### src/rtl/multicycle_pkg.sv
// multicycle_pkg: opcode, state and datapath-select encodings shared by the multicycle controller.
package multicycle_pkg;
  localparam logic [5:0] OP_RTYPE = 6'b000000;
  localparam logic [5:0] OP_ADDI  = 6'b001000;
  localparam logic [5:0] OP_LW    = 6'b100011;
  localparam logic [5:0] OP_SW    = 6'b101011;
  localparam logic [5:0] OP_BEQ   = 6'b000100;
  localparam logic [5:0] OP_J     = 6'b000010;
  localparam logic [2:0] S_FETCH   = 3'd0;
  localparam logic [2:0] S_DECODE  = 3'd1;
  localparam logic [2:0] S_EXEC    = 3'd2;
  localparam logic [2:0] S_MEM     = 3'd3;
  localparam logic [2:0] S_WB      = 3'd4;
  localparam logic [2:0] S_ILLEGAL = 3'd5;
  localparam logic [2:0] ALU_ADD   = 3'b000;
  localparam logic [2:0] ALU_SUB   = 3'b001;
  localparam logic [2:0] ALU_FUNCT = 3'b010;
  localparam logic [1:0] A2_B      = 2'b00;
  localparam logic [1:0] A2_ONE    = 2'b01;
  localparam logic [1:0] A2_SIMM   = 2'b10;
  localparam logic [1:0] PC_ALU    = 2'b00;
  localparam logic [1:0] PC_ALUOUT = 2'b01;
  localparam logic [1:0] PC_JUMP   = 2'b10;
endpackage

### src/rtl/multicycle_ctrl.sv
// multicycle_ctrl: FETCH/DECODE/EXEC/MEM/WB control FSM for a multicycle MIPS-style datapath.
module multicycle_ctrl
  import multicycle_pkg::*;
#(
  parameter int OPW = 6
) (
  input  logic           clk,
  input  logic           rst,
  input  logic [OPW-1:0] opcode,
  input  logic           zero,
  input  logic           mem_ready,
  output logic           PCWrite,
  output logic           IRWrite,
  output logic           MemRead,
  output logic           MemWrite,
  output logic           RegWrite,
  output logic           ALUIn1Sel,
  output logic [1:0]     ALUIn2Sel,
  output logic [2:0]     ALUOp,
  output logic [1:0]     PCSel,
  output logic           WBSel,
  output logic           illegal
);
  logic [2:0]     state_q, state_d;
  logic [OPW-1:0] op_q, op_d;
  logic           legal, is_lw;
  assign legal = opcode inside {OPW'(OP_RTYPE), OPW'(OP_ADDI), OPW'(OP_LW),
                                OPW'(OP_SW), OPW'(OP_BEQ), OPW'(OP_J)};
  assign is_lw = op_q == OPW'(OP_LW);
  always_ff @(posedge clk) begin
    if (rst) begin
      state_q <= S_FETCH;
      op_q    <= '0;
    end else begin
      state_q <= state_d;
      op_q    <= op_d;
    end
  end
  // Outputs are a pure function of state, latched opcode, zero and mem_ready; rst forces them idle.
  always_comb begin
    state_d   = state_q;
    op_d      = state_q == S_DECODE ? opcode : op_q;
    PCWrite   = 1'b0;
    IRWrite   = 1'b0;
    MemRead   = 1'b0;
    MemWrite  = 1'b0;
    RegWrite  = 1'b0;
    ALUIn1Sel = 1'b0;
    ALUIn2Sel = A2_B;
    ALUOp     = ALU_ADD;
    PCSel     = PC_ALU;
    WBSel     = 1'b0;
    illegal   = 1'b0;
    case (state_q)
      S_FETCH: begin
        MemRead   = 1'b1;
        ALUIn2Sel = A2_ONE;
        IRWrite   = mem_ready;
        PCWrite   = mem_ready;
        state_d   = mem_ready ? S_DECODE : S_FETCH;
      end
      S_DECODE: begin
        ALUIn2Sel = A2_SIMM;
        state_d   = legal ? S_EXEC : S_ILLEGAL;
      end
      S_EXEC: begin
        state_d = S_FETCH;
        case (op_q)
          OPW'(OP_RTYPE): begin
            ALUIn1Sel = 1'b1;
            ALUOp     = ALU_FUNCT;
            state_d   = S_WB;
          end
          OPW'(OP_ADDI): begin
            ALUIn1Sel = 1'b1;
            ALUIn2Sel = A2_SIMM;
            state_d   = S_WB;
          end
          OPW'(OP_LW), OPW'(OP_SW): begin
            ALUIn1Sel = 1'b1;
            ALUIn2Sel = A2_SIMM;
            state_d   = S_MEM;
          end
          OPW'(OP_BEQ): begin
            ALUIn1Sel = 1'b1;
            ALUOp     = ALU_SUB;
            PCSel     = PC_ALUOUT;
            PCWrite   = zero;
          end
          OPW'(OP_J): begin
            PCSel   = PC_JUMP;
            PCWrite = 1'b1;
          end
          default: state_d = S_FETCH;
        endcase
      end
      S_MEM: begin
        MemRead  = is_lw;
        MemWrite = !is_lw;
        state_d  = !mem_ready ? S_MEM : is_lw ? S_WB : S_FETCH;
      end
      S_WB: begin
        RegWrite = 1'b1;
        WBSel    = is_lw;
        state_d  = S_FETCH;
      end
      S_ILLEGAL: illegal = 1'b1;
      default: state_d = S_FETCH;
    endcase
    if (rst) begin
      PCWrite   = 1'b0;
      IRWrite   = 1'b0;
      MemRead   = 1'b0;
      MemWrite  = 1'b0;
      RegWrite  = 1'b0;
      ALUIn1Sel = 1'b0;
      ALUIn2Sel = A2_B;
      ALUOp     = ALU_ADD;
      PCSel     = PC_ALU;
      WBSel     = 1'b0;
      illegal   = 1'b0;
    end
  end
endmodule

### config.mk
export PLATFORM = sky130hd
export DESIGN_NAME = multicycle_ctrl
export DESIGN_NICKNAME = d
export VERILOG_FILES = /design/src/rtl/multicycle_pkg.sv /design/src/rtl/multicycle_ctrl.sv
export SDC_FILE = /design/constraint.sdc
export NUM_CORES = 1
export LEC_CHECK = 0
export CAP_MARGIN = 25
export CORE_MARGIN = 8
export CORE_UTILIZATION = 41
export DETAILED_ROUTE_END_ITERATION = 8
export GPL_TIMING_DRIVEN = 0
export PLACE_DENSITY_LB_ADDON = 0.25
export SYNTH_ARGS = -nofsm -noshare
export SYNTH_HDL_FRONTEND = slang
export SYNTH_SLANG_ARGS = --single-unit
### constraint.sdc
create_clock -name clk -period 1.5 [get_ports clk]
set_input_delay 0.15 -clock clk [delete_from_list [all_inputs] [get_ports clk]]
set_output_delay 0.15 -clock clk [all_outputs]
set_load 0.005 [all_outputs]
### After elaboration in Yosys (flattened, before gate mapping)

Cells that the tools add are included.

* bits of input ports: 10
* output and inout port bits: 15
* bits in registers: 9
* logic and storage cells: 59

* equality and inequality tests: 15
* muxes and demuxes: 33
* reduce and logical (&&, ||, !) cells: 9

Operators by type and width (count)
* == test 6 bit, second input constant: 4
* two-way mux 1 bit: 16
* one-hot mux 3 bit (5 select lines): 1
* == test 6 x 2 -> 1 bit, second input constant: 2
* == test 6 x 3 -> 1 bit, second input constant: 2
* == test 6 x 4 -> 1 bit, second input constant: 2
* zero test 6 bit: 2
* two-way mux 3 bit: 4
* two-way mux 2 bit: 5
* one-hot mux 2 bit (2 select lines): 2
* == test 3 x 2 -> 1 bit, second input constant: 2
* == test 3 bit, second input constant: 2
* one-hot mux 1 bit (2 select lines): 3
* one-hot mux 2 bit (3 select lines): 1
* one-hot mux 3 bit (2 select lines): 1
* nonzero test 6 bit: 1
* OR reduction 5 bit: 1
* OR reduction 2 bit: 2
* == test 3 x 1 -> 1 bit, second input constant: 1
* zero test 3 bit: 1
* OR reduction 3 bit: 1
* zero test 1 bit: 1

### Logic depth before layout (Yosys ltp)

Gate-level depths: netlist of run 1.

* depth after elaboration: 5
* depth in mapped cells: 6
* mapped depth without buffers: 4

### Least setup slack after synthesis of run 1

Ideal clock, no wire load.

* path type: register to output
* start point: register op_q[5]
* end point: output port ALUIn2Sel[1]
* required time: 1350 ps
* stages on the path, launching flop included: 5
* arrival time: 1220 ps
* path slack: 130 ps
* buffers on the path: 0
* cells stage by stage: dfxtp_1 nor3_2 nand2_1 a2111o_1 a21oi_1

* cells in the longest elaborated chain, start to end: 5
* elaborated cells on any way between the ends: 7
* those cells by class: eq/ne: 3; mux: 3; reduce/logical: 1

Ends and longest elaborated chain
* start, declared: line multicycle_ctrl.sv:25 `logic [OPW-1:0] op_q, op_d;`
* start signal, assigned: line multicycle_ctrl.sv:36 `op_q <= op_d;`
* == test 6 bit / == test 6 x 4 -> 1 bit (equally long branches): line multicycle_ctrl.sv:68 `case (op_q)`
* OR reduction 3 bit (no source line) *
* two-way mux 2 bit *: line multicycle_ctrl.sv:68
* one-hot mux 2 bit (3 select lines) *: line multicycle_ctrl.sv:54 `case (state_q)`
* two-way mux 2 bit *: line multicycle_ctrl.sv:110 `if (rst) begin`
* end, declared: line multicycle_ctrl.sv:18 `output logic [1:0] ALUIn2Sel,`

Mark *: on every way between the ends. The rest lies on a longest branch, timed or not.

### Worst setup path after layout of run 1

* start point: register op_q[5]
* end point: output port PCWrite

* cells in the longest elaborated chain, start to end: 4
* elaborated cells on any way between the ends: 5
* those cells by class: eq/ne: 2; mux: 3

Ends and longest elaborated chain
* == test 6 x 2 -> 1 bit / == test 6 x 3 -> 1 bit (equally long branches): line multicycle_ctrl.sv:68
* one-hot mux 1 bit (2 select lines) *: line multicycle_ctrl.sv:68
* one-hot mux 1 bit (2 select lines) *: line multicycle_ctrl.sv:54
* two-way mux 1 bit *: line multicycle_ctrl.sv:110
* end, declared: line multicycle_ctrl.sv:12 `output logic PCWrite,`

Marked as above.

==> results of run 1 <==
-- metal layers --
layer	up-vias	global-route usage, %	part of all wire (%)
met3	5	4.35	12
li1	400	-	-
met5	-	0	0
met1	360	15.1	42
met2	31	19.8	45
met4	0	6.97	1.4
-- sequential cells by signal, indices dropped and copies added (netlist names) --
register and count:
state_q 3, op_q 6
-- cell families after synthesis --
group,count (synthesis),synth area share [%]
AOI/OAI and AO/OA,25,24.2
and+or+nand+nor,47,38.7
adders and majority gates,1,1.83
buffers and inverters,7,5.30
DFF,9,29.3
other,1,0.610
-- cells in the mapped netlist, drive strengths merged --
cell type,n
a21oi,9
clkbuf,3
a21o,1
nand3b,1
or2,3
nand4b,1
nor2,11
dfxtp,9
nand2b,4
nor3,8
nor3b,1
a2111o,1
a311oi,1
o31a,1
a32oi,1
o21ai,9
and2,2
nand3,3
nand2,10
inv,1
a31oi,1
buf,3
or3,1
nor2b,1
nand4,1
o31ai,1
maj3,1
conb,1
-- repair_timing --
| action | in CTS | in global routing |
|---|---|---|
| setup buffers | 9 | 5 |
| gates resized for setup | 82 | 13 |
| gates cloned | 0 | 0 |
| endpoints found under the setup margin | 14 | 13 |
| pin swaps | 8 | 11 |
-- area by class of cell --
type | count | area share (%)
Multi-Input combinational cell | 74 | 47.4
Timing Repair Buffer | 35 | 26.1
Sequential cell | 9 | 19.2
Buffer | 4 | 2.58
Clock buffer | 4 | 2.46
Tap cell | 16 | 1.88
Inverter | 1 | 0.352
-- how the worst max path moves through the flow --
stage          startpoint           end  slack, ns  depth (start not counted)
5_1_grt           op_q[5]       PCWrite      -0.28                          5
3_5_place_dp      op_q[5]  ALUIn2Sel[1]      -0.48                          5
4_1_cts           op_q[0]  ALUIn2Sel[1]      -0.23                          5
3_3_place_gp      op_q[5]  ALUIn2Sel[1]      -0.49                          5
2_1_floorplan     op_q[5]  ALUIn2Sel[1]       0.13                          4
6_report          op_q[5]       PCWrite      -0.24                          5
-- stage by stage --
stage	cell area [µm²]	setup TNS [ns]	hold WS (ns)	cells	worst slack, ns
after global routing	1070	-1.14	0.197	143	-0.276
final	1070	-0.677	0.165	143	-0.243
after floorplan	614	0	0.286	90	0.130
after global placement	855	-4.19	0.436	128	-0.487
after CTS	1000	-0.472	0.174	139	-0.227
after detailed placement	855	-4.40	0.450	128	-0.478
-- power breakdown --
group / internal (mW) / switching (mW)
clock: 0.103 / 0.0879
combinational: 0.149 / 0.132
sequential: 0.260 / 0.0371
total: 0.512 / 0.257
-- critical path: stages, from the launching register on --
cell,delay [ns]
dfxtp_4,0.36
nor3_4,0.22
buf_6,0.14
nand4_1,0.10
a311oi_1,0.33
buf_2,0.17
==> flow_summary.toml, run 1 <==
[status]
status = "finished, violations left"
violations = "setup timing"

[clocking]
cts.path.max_buffers = 2
ctsHoldBuffers = 0
root_buffer = "clkbuf_4"
clk-insertion-delay-late_ns = 0.27
clkTransAtPathRegs_ns = 0.06
cts_tree = "done"
htree_levels = 1
clock_sinks = 9
cts_buffers = 3

[detailed_routing]
drcViolationCount = 0
dr_total_vias = 796
wl_per_cell_um = 14.2
drt_iter0_markers = 21
ant_nets = 0
firstDrtPassIters = 4
wirelength_um = 2030
vias_per_cell = 5.57

[synthesis]
syn-cell-area_um2 = 614
synth_seq_cells = 9
synth_top_area_cell = "dfxtp_1"
syn_area_per_cell_um2 = 6.83
synth_area_leaders = "dfxtp_1 29%, a21oi_1 7.3%, o21ai_0 7.3%"
ys_warn_count = 0
syn_inst = 90
synthDistinctLibCells = 31
synth_seq_area_share_pct = 29.3
yosysTopAreaCellShare_pct = 29.3
synth_nets = 100

[floorplan]
core_um2 = 1450
die_x_um = 54.7
ios = 25
rows = 14
chipHeight_um = 54.7
initial_utilization_pct = 42.3
dieArea_um2 = 2990

[setup_path]
r2r-end = "state_q[2]"
critPathArrivalTime_ns = 1.59
cp-end-kind = "output port"
r2r_start = "op_q[2]"
crit_required_ns = 1.35
startpoint_type = "register"
reg2reg_slack_ns = 0.16
critPathMaxFanout = 4
critical_path_class = "register to output port"
r2r_cells = 6

[final_layout]
layout-drive-gt1-share_pct = 48.8
multi_input_area_um2 = 505
final_util_pct = 73.4
nets = 138
layout_commonest_cell = "buf_4"
antenna_cells = 0
n_fill_cell = 123
regArea_um2 = 205
synthToLayoutAreaGrowth_pct = 73.7
layout.cells.most_common_list = "12 x buf_4, 10 x buf_2, 9 x nand2_1, 9 x o21ai_0, 8 x a21oi_1"

[global_route]
grt_pass1_vias = 684
grt_pass1_wl_um = 2910
antenna_found_initial = 0
grt_util_all_layers_pct = 12.8
grt-ovfl-total = 0
grt_max_degree = 11

[power]
leakagePower_nw = 0.443
ir_drop_v = 0.000565
p_per_area_nw_per_um2 = 721
p_total_mw = 0.769

[sta]
timing.final.hold_violations = 0
fin_crit_sh_pct = 116
period_minus_slack_ns = 1.74
rsz0062_at_grt = "yes"
worst_slack_ns = -0.243
final.setup_skew_ns = 0.00318
fmax_ghz = 0.574
finalSetupViolCount = 7
drv_slew = 0

[hold_path]
min_path_cells = 2
hp-class = "input pin to register"
worstHoldEndpoint = "op_q[2]"
hp-start = "rst"

[placed_design]
port_buffers = 22
globalplace.congestion = 0.776
dpl.hpwl_um = 1280

[job]
max-cap-violations = 0
No activity file was read; power rests on OpenSTA's default activity.
==> run 2: changes to the inputs <==
--- a/config.mk
+++ b/config.mk
@@ -11,6 +11,7 @@
 export DETAILED_ROUTE_END_ITERATION = 8
 export GPL_TIMING_DRIVEN = 0
 export PLACE_DENSITY_LB_ADDON = 0.25
+export REMOVE_ABC_BUFFERS = 1
 export SYNTH_ARGS = -nofsm -noshare
 export SYNTH_HDL_FRONTEND = slang
 export SYNTH_SLANG_ARGS = --single-unit
==> run 2 against run 1 <==
Effect of this change:
- the run still ends with setup timing left
- design area increased by 5.2%
- largest power group is now combinational logic
- sequential share of layout area decreased by 0.61 points
- maximum frequency rose by 3.9%
- power grew 4.0%
- clock power shrank 5%
- final cell count grew 2.8%
- wire length rose by 8.6%
- core utilization grew 3.8 points
==> flow_summary.toml, run 2 (same netlist as run 1, synthesis figures left out) <==
[placed_design]
port_buffers = 23
globalplace.congestion = 0.775
dp_slack_ns = -0.812
dpl.hpwl_um = 1280

[clocking]
cts_tree = "done"
clk-insertion-delay-late_ns = 0.25
ctsHoldBuffers = 0
htree_levels = 1
cts_buffers = 3
cts.path.max_buffers = 2
root_buffer = "clkbuf_4"
clkTransAtPathRegs_ns = 0.06
clock_sinks = 9

[power]
p_int_mw = 0.535
p_comb_share_pct = 41.1
leakagePower_nw = 0.487
ir_drop_v = 0.000561
seqPwrFrac_pct = 36.2
pwr-share-clk_pct = 22.6
p_per_area_nw_per_um2 = 713
p_sw_share_pct = 33.1
p_sw_mw = 0.265

[floorplan]
chipHeight_um = 54.7
initial_utilization_pct = 42.3
ios = 25
rows = 14
core_um2 = 1450
die_x_um = 54.7
dieArea_um2 = 2990

[global_route]
grt_pass1_vias = 798
grt_util_all_layers_pct = 15.1
antenna_found_initial = 0
grt-ovfl-total = 0
grt_pass1_wl_um = 3460
grt_max_degree = 12

[detailed_routing]
drt_iter0_markers = 13
dr_total_vias = 818
firstDrtPassIters = 4
wl_per_cell_um = 15.0
ant_nets = 0
drcViolationCount = 0
vias_per_cell = 5.56
wirelength_um = 2200

[hold_path]
hp-class = "input pin to register"

[final_layout]
layout_commonest_cell = "buf_4"
largest_reg_flops = 6
layout-drive-gt1-share_pct = 50.4
synthToLayoutAreaGrowth_pct = 82.7
reg_top3 = "op_q: 6 flops, state_q: 3 flops"
n_fill_cell = 102
antenna_cells = 0
nets = 142
regMostFlops = "op_q"
layout.cells.most_common_list = "16 x buf_4, 10 x nand2_1, 10 x buf_2, 8 x nor2_1"

[status]
status = "finished, violations left"
violations = "setup timing"

[sta]
fin_crit_sh_pct = 112
finalSetupViolCount = 7
tns_ns = -0.678
drv_slew = 0
rsz0062_at_grt = "yes"
final.setup_skew_ns = 0.00496
worst_slack_ns = -0.178
timing.final.hold_violations = 0
fmax_ghz = 0.596
period_minus_slack_ns = 1.68

[setup_path]
critPathMaxFanout = 3
critPathArrivalTime_ns = 1.53
critical_path_class = "register to output port"
startpoint_type = "register"
cp-end-kind = "output port"
crit_required_ns = 1.35

[job]
max-cap-violations = 0
[run 2: layout make-up]
| type | count | area (µm²) | share of cell area (%) |
|---|---|---|---|
| Tap cell | 16 | 20.0 | 1.78 |
| Inverter | 1 | 3.75 | 0.334 |
| Multi-Input combinational cell | 74 | 520 | 46.4 |
| Clock buffer | 4 | 26.3 | 2.34 |
| Timing Repair Buffer | 43 | 343 | 30.5 |
| Sequential cell | 9 | 209 | 18.6 |
[run 2: final timing paths]
check                                start           end  slack, ns  cells after the start
worst min register to register     op_q[1]       op_q[1]       0.53                      2
worst max register to register  state_q[2]       op_q[2]       0.22                      5
worst min-delay path             opcode[1]       op_q[1]       0.19                      3
worst max-delay path               op_q[5]  ALUIn2Sel[1]      -0.18                      5
[run 2: routing by layer]
layer,vias up,track usage (%),wire (µm)
met1,385,17.3,921
met5,-,0,0
met4,0,6.97,31
li1,401,-,-
met3,4,2.45,170
met2,28,26.4,1080
[run 2: power by group through the flow]
stage / Combinational [mW] / Sequential [mW] / Clock (mW)
2_1_floorplan: 0.103 / 0.290 / 0
3_3_place_gp: 0.182 / 0.298 / 0
3_5_place_dp: 0.185 / 0.299 / 0
4_1_cts: 0.281 / 0.288 / 0.182
5_1_grt: 0.356 / 0.293 / 0.200
6_report: 0.329 / 0.290 / 0.181
[run 2: worst max-delay path: stages (launching register included)]
cell and delay [ns]:
dfxtp_4 0.36, nor3_4 0.21, nand2_1 0.07, a2111o_1 0.37
a21oi_2 0.14, buf_2 0.13
[run 2: through the flow]
stage	hold WS (ns)	utilization [%]	cells	power (mW)	cell area (µm²)
floorplan	0.219	-	84	0.393	586
global placement	0.509	57.5	123	0.480	836
detailed placement	0.512	57.5	123	0.484	836
CTS	0.404	72.2	142	0.751	1050
global route	0.214	77.2	147	0.849	1120
finish	0.194	77.2	147	0.801	1120
[run 2: timing repair]
item | 4_1_cts | 5_1_grt
buffers inserted | 16 | 5
gates resized for setup | 79 | 21
setup endpoints to repair | 14 | 14
pin swaps | 14 | 7
==> run 3: changes to the inputs <==
--- a/config.mk
+++ b/config.mk
@@ -5,12 +5,14 @@
 export SDC_FILE = /design/constraint.sdc
 export NUM_CORES = 1
 export LEC_CHECK = 0
+export ABC_AREA = 1
 export CAP_MARGIN = 25
 export CORE_MARGIN = 8
-export CORE_UTILIZATION = 41
+export CORE_UTILIZATION = 44
 export DETAILED_ROUTE_END_ITERATION = 8
 export GPL_TIMING_DRIVEN = 0
 export PLACE_DENSITY_LB_ADDON = 0.25
+export RECOVER_POWER = 25
 export REMOVE_ABC_BUFFERS = 1
 export SYNTH_ARGS = -nofsm -noshare
 export SYNTH_HDL_FRONTEND = slang
==> run 3 against run 2 <==
Effect of this change:
- the flow still finishes with violations (setup timing)
- non-clock buffer count shrank 1
- wire length grew 17%
- sequential cell count is the same
- critical endpoint unchanged
- worst hold slack gained 0.26 ns
- count of clock-buffer cells in the layout shrank 1
- sequential share of layout area shrank 2.6 points
- sequential power grew 13%
- maximum frequency grew 6.1%
- worst setup slack gained 0.096 ns
- critical path type unchanged
==> flow_summary.toml, run 3 <==
[clocking]
clk-insertion-delay-late_ns = 0.26
clock_sinks = 9
cts_buffers = 3
ctsHoldBuffers = 0
root_buffer = "clkbuf_4"
htree_levels = 1
cts_tree = "done"
cts.path.max_buffers = 2
clkTransAtPathRegs_ns = 0.06

[global_route]
antenna_found_initial = 0
grt_util_all_layers_pct = 14.4
grt_max_degree = 21
grt_pass1_vias = 906
use_met2_pct = 25.6
use_met3_pct = 4.72
grtUsageMet1_pct = 15.3
top_usage_layer = "met2"
grt-ovfl-total = 0
grt_pass1_wl_um = 3930

[synthesis]
synthDistinctLibCells = 24
synth.most_common_cell = "nor2_1"
synth_seq_cells = 9
syn_inst = 121
synth_top_area_cell = "dfxtp_1"
yosys.area_share.simple_pct = 46.9
yosys-top-cells-count = "28 x nor2_1, 25 x nand2_1, 12 x inv_1, 9 x dfxtp_1, 9 x nand3_1"
syn_area_per_cell_um2 = 6.09
yosys.area_share.adder_pct = 0
synth_edf_count = 0
synth_seq_area_share_pct = 24.4
async_flop_share_pct = 0
synth_top_family_by_area = "simple AND/OR/NAND/NOR gates"
synthMuxAreaShare_pct = 0
synth_area_leaders = "dfxtp_1 24%, nor2_1 14%, nand2_1 13%"
synth_xor_area_share_pct = 0
yosysTopAreaCellShare_pct = 24.4
synth_ff_type = "dfxtp_1"
ys_warn_count = 0
synth_compound_area_share_pct = 13.8
syn-cell-area_um2 = 737

[sta]
finalSetupViolCount = 4
period_minus_slack_ns = 1.58
maxSlewHeadroom_pct = 66.5
fin_crit_sh_pct = 105
hold_ws_ns = 0.458
worst_slack_ns = -0.0816
fmax_ghz = 0.632
rsz0062_at_grt = "yes"
drv_slew = 0
final.setup_skew_ns = 0.00814
worstMarginPinSlew_ns = 0.503
timing.final.hold_violations = 0

[setup_path]
critical_path_class = "register to output port"
crit_required_ns = 1.35
cp-end-kind = "output port"
critPathMaxFanout = 12
critPathArrivalTime_ns = 1.43
startpoint_type = "register"

[placed_design]
globalplace.congestion = 0.747
dpl.hpwl_um = 1460
port_buffers = 23
dp_slack_ns = -0.619
postPlaceCellArea_um2 = 951

[power]
p_total_mw = 1.05
p_per_area_nw_per_um2 = 838
ir_drop_v = 0.000593
leakagePower_nw = 0.563

[detailed_routing]
wl_per_cell_um = 14.4
wirelength_um = 2580
ant_nets = 0
firstDrtPassIters = 4
drcViolationCount = 0
vias_per_cell = 5.19
drt_iter0_markers = 22
dr_total_vias = 929

[final_layout]
regMostFlops = "op_q"
stdcell_area_um2 = 1250
n_fill_cell = 112
layout-drive-gt1-share_pct = 55.2
reg_top3 = "op_q: 6 flops, state_q: 3 flops"
final_util_pct = 81.2
layout_commonest_cell = "nand2_1"
synthToLayoutAreaGrowth_pct = 69.8
layout.cells.most_common_list = "19 x nand2_1, 17 x nor2_1, 15 x buf_4"
largest_reg_flops = 6
antenna_cells = 0
nets = 174

[floorplan]
die_x_um = 56.9
initial_utilization_pct = 47.8
rows = 14
chipHeight_um = 56.9
core_um2 = 1540
dieArea_um2 = 3240
ios = 25

[status]
status = "finished, violations left"
violations = "setup timing"

[hold_path]
hp-class = "input pin to register"

[job]
max-cap-violations = 0
run 3: changes by cell type after synthesis, moves of 6 or more:
cell / before / now
o21ai_0: 9 / 3
nand3_1: 3 / 9
a21oi_1: 9 / 3
nor2_1: 11 / 28
inv_1: 1 / 12
nand2_1: 10 / 25
run 3: layout make-up:
cell class | instances | area, µm² | area share, %
clock buffer | 3 | 22.5 | 1.80
clock inverter | 1 | 5.00 | 0.400
inverter | 18 | 75.1 | 6.00
multi-input combinational | 90 | 588 | 47.0
sequential | 9 | 200 | 16.0
tap | 16 | 20.0 | 1.60
timing repair buffer | 42 | 340 | 27.2
run 3: worst paths after layout:
| kind | cells after the start | from | endpoint | slack, ns |
|---|---|---|---|---|
| worst max register to register | 11 | op_q[5] | state_q[2] | 0.07 |
| worst min-delay path | 2 | rst | op_q[5] | 0.46 |
| worst min register to register | 2 | op_q[5] | op_q[5] | 0.52 |
| worst max-delay path | 6 | state_q[1] | ALUIn2Sel[1] | -0.08 |
run 3: cells by family (layout without fill, tap and decap cells):
kind of cell,after synthesis,count (layout)
flops,9,9
compound gates,12,12
simple gates,77,77
other cells,1,1
buf+inv,22,64
run 3: critical path: stages, from the launching register on:
cell and delay (ns):
dfxtp_2 0.37, inv_2 0.07, nand2_4 0.07, nor2_4 0.04, inv_1 0.36, a21oi_2 0.11, buf_2 0.15
run 3: metrics by stage:
step	std cells	TNS, ns
finish	179	-0.255
global placement	156	-6.88
global route	179	-0.946
detailed placement	156	-7.31
CTS	176	-0.177
floorplan	117	0
run 3: report_power, final:
part / internal (mW) / switching, mW / total, mW
sequential: 0.277 / 0.0512 / 0.328
combinational: 0.251 / 0.284 / 0.535
clock: 0.0983 / 0.0869 / 0.185
total: 0.627 / 0.422 / 1.05
run 3: per-layer routing:
| metal | vias up | part of all wire, % |
|---|---|---|
| met1 | 433 | 40 |
| met3 | 2 | 5.5 |
| met2 | 27 | 53 |
| met4 | 0 | 0.89 |
| li1 | 467 | - |
| met5 | - | 0 |
run 3: repair_timing:
item                                    in CTS  in global routing
buffers inserted                            17                  4
gates resized for setup                     66                 35
endpoints found under the setup margin      14                 13
endpoints found under the hold margin        0                  0
pin swaps                                   14                 18
